==> src/rtl/a2d_sched.sv <==
// Conversion scheduler for the A2D SPI path: sequences left/right load-cell reads
// (and a periodic battery read) through the SPI master handshake.
module a2d_sched #(
   parameter int BATT_DIV = 8
) (
   input  logic        clk,
   input  logic        rst_n,
   input  logic        nxt,
   input  logic        done,
   input  logic [15:0] rd_data,
   output logic        wrt,
   output logic [15:0] cmd,
   output logic [11:0] lft_ld,
   output logic [11:0] rght_ld,
   output logic [11:0] batt,
   output logic        smpl_vld,
   output logic        busy
);

   typedef enum logic [2:0] {IDLE, CMD, WT_CMD, GAP, RD, WT_RD, FIN} state_t;

   localparam logic [3:0] BCNT_MAX = 4'(BATT_DIV - 1);

   state_t      state, nxt_state;
   logic [2:0]  chnl, nxt_chnl;
   logic [3:0]  bcnt;
   logic        do_batt;
   logic        pend;
   logic        unused_hi;

   // The A2D returns a 12-bit result; the upper nibble carries no data.
   assign unused_hi = &rd_data[15:12];

   always_ff @(posedge clk or negedge rst_n) begin
      if (!rst_n) begin
         state <= IDLE;
         chnl  <= 3'd0;
      end else begin
         state <= nxt_state;
         chnl  <= nxt_chnl;
      end
   end

   always_comb begin
      nxt_state = state;
      nxt_chnl  = chnl;
      case (state)
         IDLE: begin
            if (nxt || pend) begin
               nxt_state = CMD;
               nxt_chnl  = 3'd0;
            end
         end
         CMD:    nxt_state = WT_CMD;
         WT_CMD: if (done) nxt_state = GAP;
         GAP:    nxt_state = RD;
         RD:     nxt_state = WT_RD;
         WT_RD: begin
            if (done) begin
               case (chnl)
                  3'd0: begin
                     nxt_chnl  = 3'd4;
                     nxt_state = CMD;
                  end
                  3'd4: begin
                     if (do_batt) begin
                        nxt_chnl  = 3'd5;
                        nxt_state = CMD;
                     end else begin
                        nxt_state = FIN;
                     end
                  end
                  default: nxt_state = FIN;
               endcase
            end
         end
         FIN:     nxt_state = IDLE;
         default: nxt_state = IDLE;
      endcase
   end

   // Handshake outputs are registered from the next state so wrt/smpl_vld/busy
   // line up with the CMD/RD/FIN cycles themselves.
   always_ff @(posedge clk or negedge rst_n) begin
      if (!rst_n) begin
         wrt      <= 1'b0;
         cmd      <= 16'h0000;
         smpl_vld <= 1'b0;
         busy     <= 1'b0;
      end else begin
         wrt      <= (nxt_state == CMD) || (nxt_state == RD);
         smpl_vld <= (nxt_state == FIN);
         busy     <= (nxt_state != IDLE);
         if (nxt_state == CMD)
            cmd <= {2'b00, nxt_chnl, 11'h000};
      end
   end

   always_ff @(posedge clk or negedge rst_n) begin
      if (!rst_n) begin
         pend    <= 1'b0;
         do_batt <= 1'b0;
         bcnt    <= 4'd0;
      end else begin
         if (state == IDLE) begin
            pend    <= 1'b0;
            do_batt <= (bcnt == 4'd0);
         end else if (nxt) begin
            pend <= 1'b1;
         end
         if (state == FIN)
            bcnt <= (bcnt == BCNT_MAX) ? 4'd0 : bcnt + 4'd1;
      end
   end

   // Battery register resets to full scale so a low-battery check stays quiet
   // until the first real conversion.
   always_ff @(posedge clk or negedge rst_n) begin
      if (!rst_n) begin
         lft_ld  <= 12'h000;
         rght_ld <= 12'h000;
         batt    <= 12'hFFF;
      end else if (state == WT_RD && done) begin
         case (chnl)
            3'd0:    lft_ld  <= rd_data[11:0];
            3'd4:    rght_ld <= rd_data[11:0];
            3'd5:    batt    <= rd_data[11:0];
            default: ;
         endcase
      end
   end

endmodule
==> config.mk <==
export PLATFORM = sky130hd
export DESIGN_NAME = a2d_sched
export DESIGN_NICKNAME = d
export VERILOG_FILES = /design/src/rtl/a2d_sched.sv
export SDC_FILE = /design/constraint.sdc
export NUM_CORES = 1
export LEC_CHECK = 0
export CAP_MARGIN = 40
export CORE_MARGIN = 4
export CORE_UTILIZATION = 49
export CTS_BUF_LIST = sky130_fd_sc_hd__clkbuf_2 sky130_fd_sc_hd__clkbuf_4 sky130_fd_sc_hd__clkbuf_8
export DETAILED_ROUTE_END_ITERATION = 16
export HOLD_SLACK_MARGIN = 0.15
export PLACE_DENSITY = 0.95
export SLEW_MARGIN = 10
export SYNTH_ARGS = -nofsm -noshare
export SYNTH_HDL_FRONTEND = slang
export SYNTH_SLANG_ARGS = --single-unit
==> constraint.sdc <==
create_clock -name clk -period 3.3 [get_ports clk]
set_input_delay 0.66 -clock clk [delete_from_list [all_inputs] [get_ports clk]]
set_output_delay 0.66 -clock clk [all_outputs]
set_load 0.1 [all_outputs]
Word-level counts from Yosys, hierarchy flattened
Index checks and enable logic that the tools add are counted.

Flip-flop bits (word level): 54. Output and inout port bits: 55.

Equal/unequal tests: 12. Muxes and demuxes: 14. Add/sub/neg operators: 1. Reductions and logical operators: 11.

Operators with widths (count): $eq 3x3->1 const B (7); $mux 3 (7); $pmux 3 s2 (3); $pmux 3 s6 (1); $eq 3x1->1 const B (2); $eq 3x2->1 const B (2); $logic_not 3->1 (2); $reduce_and 2->1 (3); $add 4x1->4 const B (1); $eq 4x3->1 const B (1); $logic_not 4->1 (1); $mux 4 (1); $reduce_bool 3->1 (1); $logic_or 1x1->1 (2); $mux 1 (2); $reduce_bool 2->1 (1); $logic_and 1x1->1 (1).

Logic depth before layout (Yosys ltp)
Word-level depth: 6. Mapped depth: 5.

Least setup slack after synthesis
No wires, ideal clock.

Path type: in2reg. Start point: input done. End point: register batt[10]. Data required time: 3.218 ns. Arrival: 1.522 ns. Slack: 1.696 ns. Stages on the path: 4. Cell sequence: nand4b_4 > nor3_4 > buf_6 > mux2_2.

Cells in the longest elaborated chain, start to end: 2.

RTL lines: start: declaration (line 9) `input logic done,`; $logic_and 1x1->1 (line 123) `end else if (state == WT_RD && done) begin`; $reduce_and 2->1 (no line); end signal: assignment (line 127) `3'd5: batt <= rd_data[11:0];`; end: declaration (line 15) `output logic [11:0] batt,`.

No other way between the ends. A chain may end at the register's enable or synchronous reset.

Worst setup path in the final report
Start point: input done. End point: register lft_ld[3].

Cells in the longest elaborated chain, start to end: 2.

RTL lines: $logic_and 1x1->1 (line 123); $reduce_and 2->1 (no line); end signal: assignment (line 125) `3'd0: lft_ld <= rd_data[11:0];`; end: declaration (line 13) `output logic [11:0] lft_ld,`.

No other way between the ends.

==> impl_metrics.ini <==
[worst_setup_path]
r2r-start = state[2]
critPathKind = primary input to flip-flop
worstSetupStartpointType = primary input
critPathRequiredTime_ps = 3510
endpoint_kind = flip-flop
ff2ff_path_depth = 3
arrival_ps = 2440
r2r_slack_ps = 1390
worstReg2RegEnd = lft_ld[3]
path_max_fanout = 12

[clocking]
cts_tree = built
cts_buffers = 5
root_buffer = clkbuf_8
insertion_delay_ps = 310
postCtsSetupBuffers = 0
cts_resized = 0
cts.clk_slew.worst_paths_ps = 100
h-tree-depth = 2
cts_hold_buffers = 0
cts_buffer_depth = 2
cts.sinks = 54

[finish]
final_common_cell = buf_4
num-nets-final = 253
syn_to_final_growth_pct = 24.0
final_layout_size_suffix_gt1_share_pct = 46.6
layout_common_cells = buf_4, dfrtp_1, mux2_2
n_antenna_cell = 0

[timing]
post-route-min-period_ps = 2230
max_slew_margin_pct = 57.2
max_freq_mhz = 448
worst_pin_slew_ps = 640
rsz0062_at_grt = false
fin_crit_sh_pct = 67.6
hold_viol_final = 0
setup_violations = 0
setup_tns_ps = 0
slew_viol_final = 0
skew_ps = 12.0

[floorplanning]
die_h_um = 77.9
io_pins = 75
core_area_um2 = 4720
row_count = 25
die_area_um2 = 6060
fp.dieW_um = 77.9
start_util_pct = 50.6

[job]
max_cap_viol_count = 0

[synthesis]
syn_area_per_cell_um2 = 13.8
synth_cell_types = 41
ys_seq_area_share_pct = 57.1
synthFlopType = dfrtp_1
syn_inst = 173
synth_top_area_share_pct = 44.0
yosys_warnings = 0
async_flop_share_pct = 100
synth-edff-count = 0
syn_area_um2 = 2390
ys_ff_latch = 54
synth_area_leaders = dfrtp_1, dfstp_2, mux2_2
yosys.area.top_type = dfrtp_1

[route]
drt-total-wl_um = 4540
drtAntennaViolNets = 0
firstDrtPassIters = 4
viasPerCell = 4.88
drt_iter0_markers = 78
dr_total_vias = 1460
wl_per_cell_um = 15.2
drcViolationCount = 0

[place]
port_buffers = 57
gp_congestion = 0.752
hpwl_um = 3330

[run_status]
status = completed

[grt]
grt_pass1_wl_um = 7530
grt_pass1_vias = 1492
grt_max_degree = 34
grt.total_usage_pct = 16.0
grt_remaining_overflow = 0
antenna_found_initial = 0

[hold_path]
holdCritPathClass = primary input to asynchronous set/reset pin
layout make-up:
type | count | area, um2
clock buffers | 5 | 68.8
clock inverters | 3 | 47.5
fillers | 367 | 1760
inverters | 5 | 18.8
multi-input cells | 106 | 892
flip-flops and latches | 54 | 1370
well taps | 67 | 83.8
repair buffers | 59 | 488
per-layer routing:
layer | vias to the layer above | track usage [%] | wire length [um]
li1 | 695 | - | -
met1 | 725 | 20.1 | 1840
met2 | 33 | 27.7 | 2460
met3 | 7 | 2.20 | 160
met4 | 0 | 6.41 | 74
met5 | - | 0 | 0
sequential cells by signal (all words and copies together) (netlist names):
name	cells
do_batt	1
batt	12
cmd	3
lft_ld	12
state	3
wrt	1
smpl_vld	1
pend	1
busy	1
bcnt	4
chnl	3
rght_ld	12
cell families (layout without fill, tap and decap cells):
family	Yosys count	after routing	share of synthesized area (%)
AOI/OAI and AO/OA	17	17	5.08
xor gates and xnor gates	2	2	0.733
adders and majority gates	2	2	1.05
buffers and inverters	25	72	7.43
DFF	54	54	57.1
muxes	37	37	18.7
other	1	13	0.157
and+or+nand+nor	35	35	9.73
metrics by stage:
stage / worst slack [ps] / cell area (um2) / std cells / utilization (%) / hold slack (ps)
after global placement: 744 / 2830 / 290 / 59.9 / 490
final: 1070 / 2970 / 299 / 62.8 / 284
after floorplan: 1700 / 2440 / 185 / - / 364
after global routing: 967 / 2970 / 299 / 62.8 / 304
after detailed placement: 739 / 2850 / 291 / 60.3 / 498
after CTS: 1060 / 2970 / 299 / 62.8 / 298
how the worst max path moves through the flow:
stage	startpoint	endpoint	slack [ps]	depth (start not counted)
after floorplan	done	batt[10]	1700	4
after global placement	done	batt[5]	740	4
after detailed placement	done	batt[7]	740	4
after CTS	done	lft_ld[3]	1060	4
after global routing	done	batt[1]	970	4
final	done	lft_ld[3]	1070	4
worst max-delay path, cell delays in order:
cell             delay, ps
clkdlybuf4s50_1        610
nand4b_4               200
nor3_4                 550
mux2_2                 410
cell usage after synthesis, types with 2 or more instances:
master,n
nand2_1,7
nor3_4,2
or2_2,2
inv_1,5
mux2_4,8
dfstp_2,12
buf_4,14
dfrtp_1,42
ha_1,2
mux2_2,27
o211ai_1,2
xnor2_1,2
nor2_1,9
o21ai_0,4
o22ai_1,2
nor3_1,2
mux2_1,2
nand3_1,3
buf_6,4
Power is left out: the tool's default activity adds up to more than one toggle a clock period on the data nets, which glitch-free logic cannot reach.
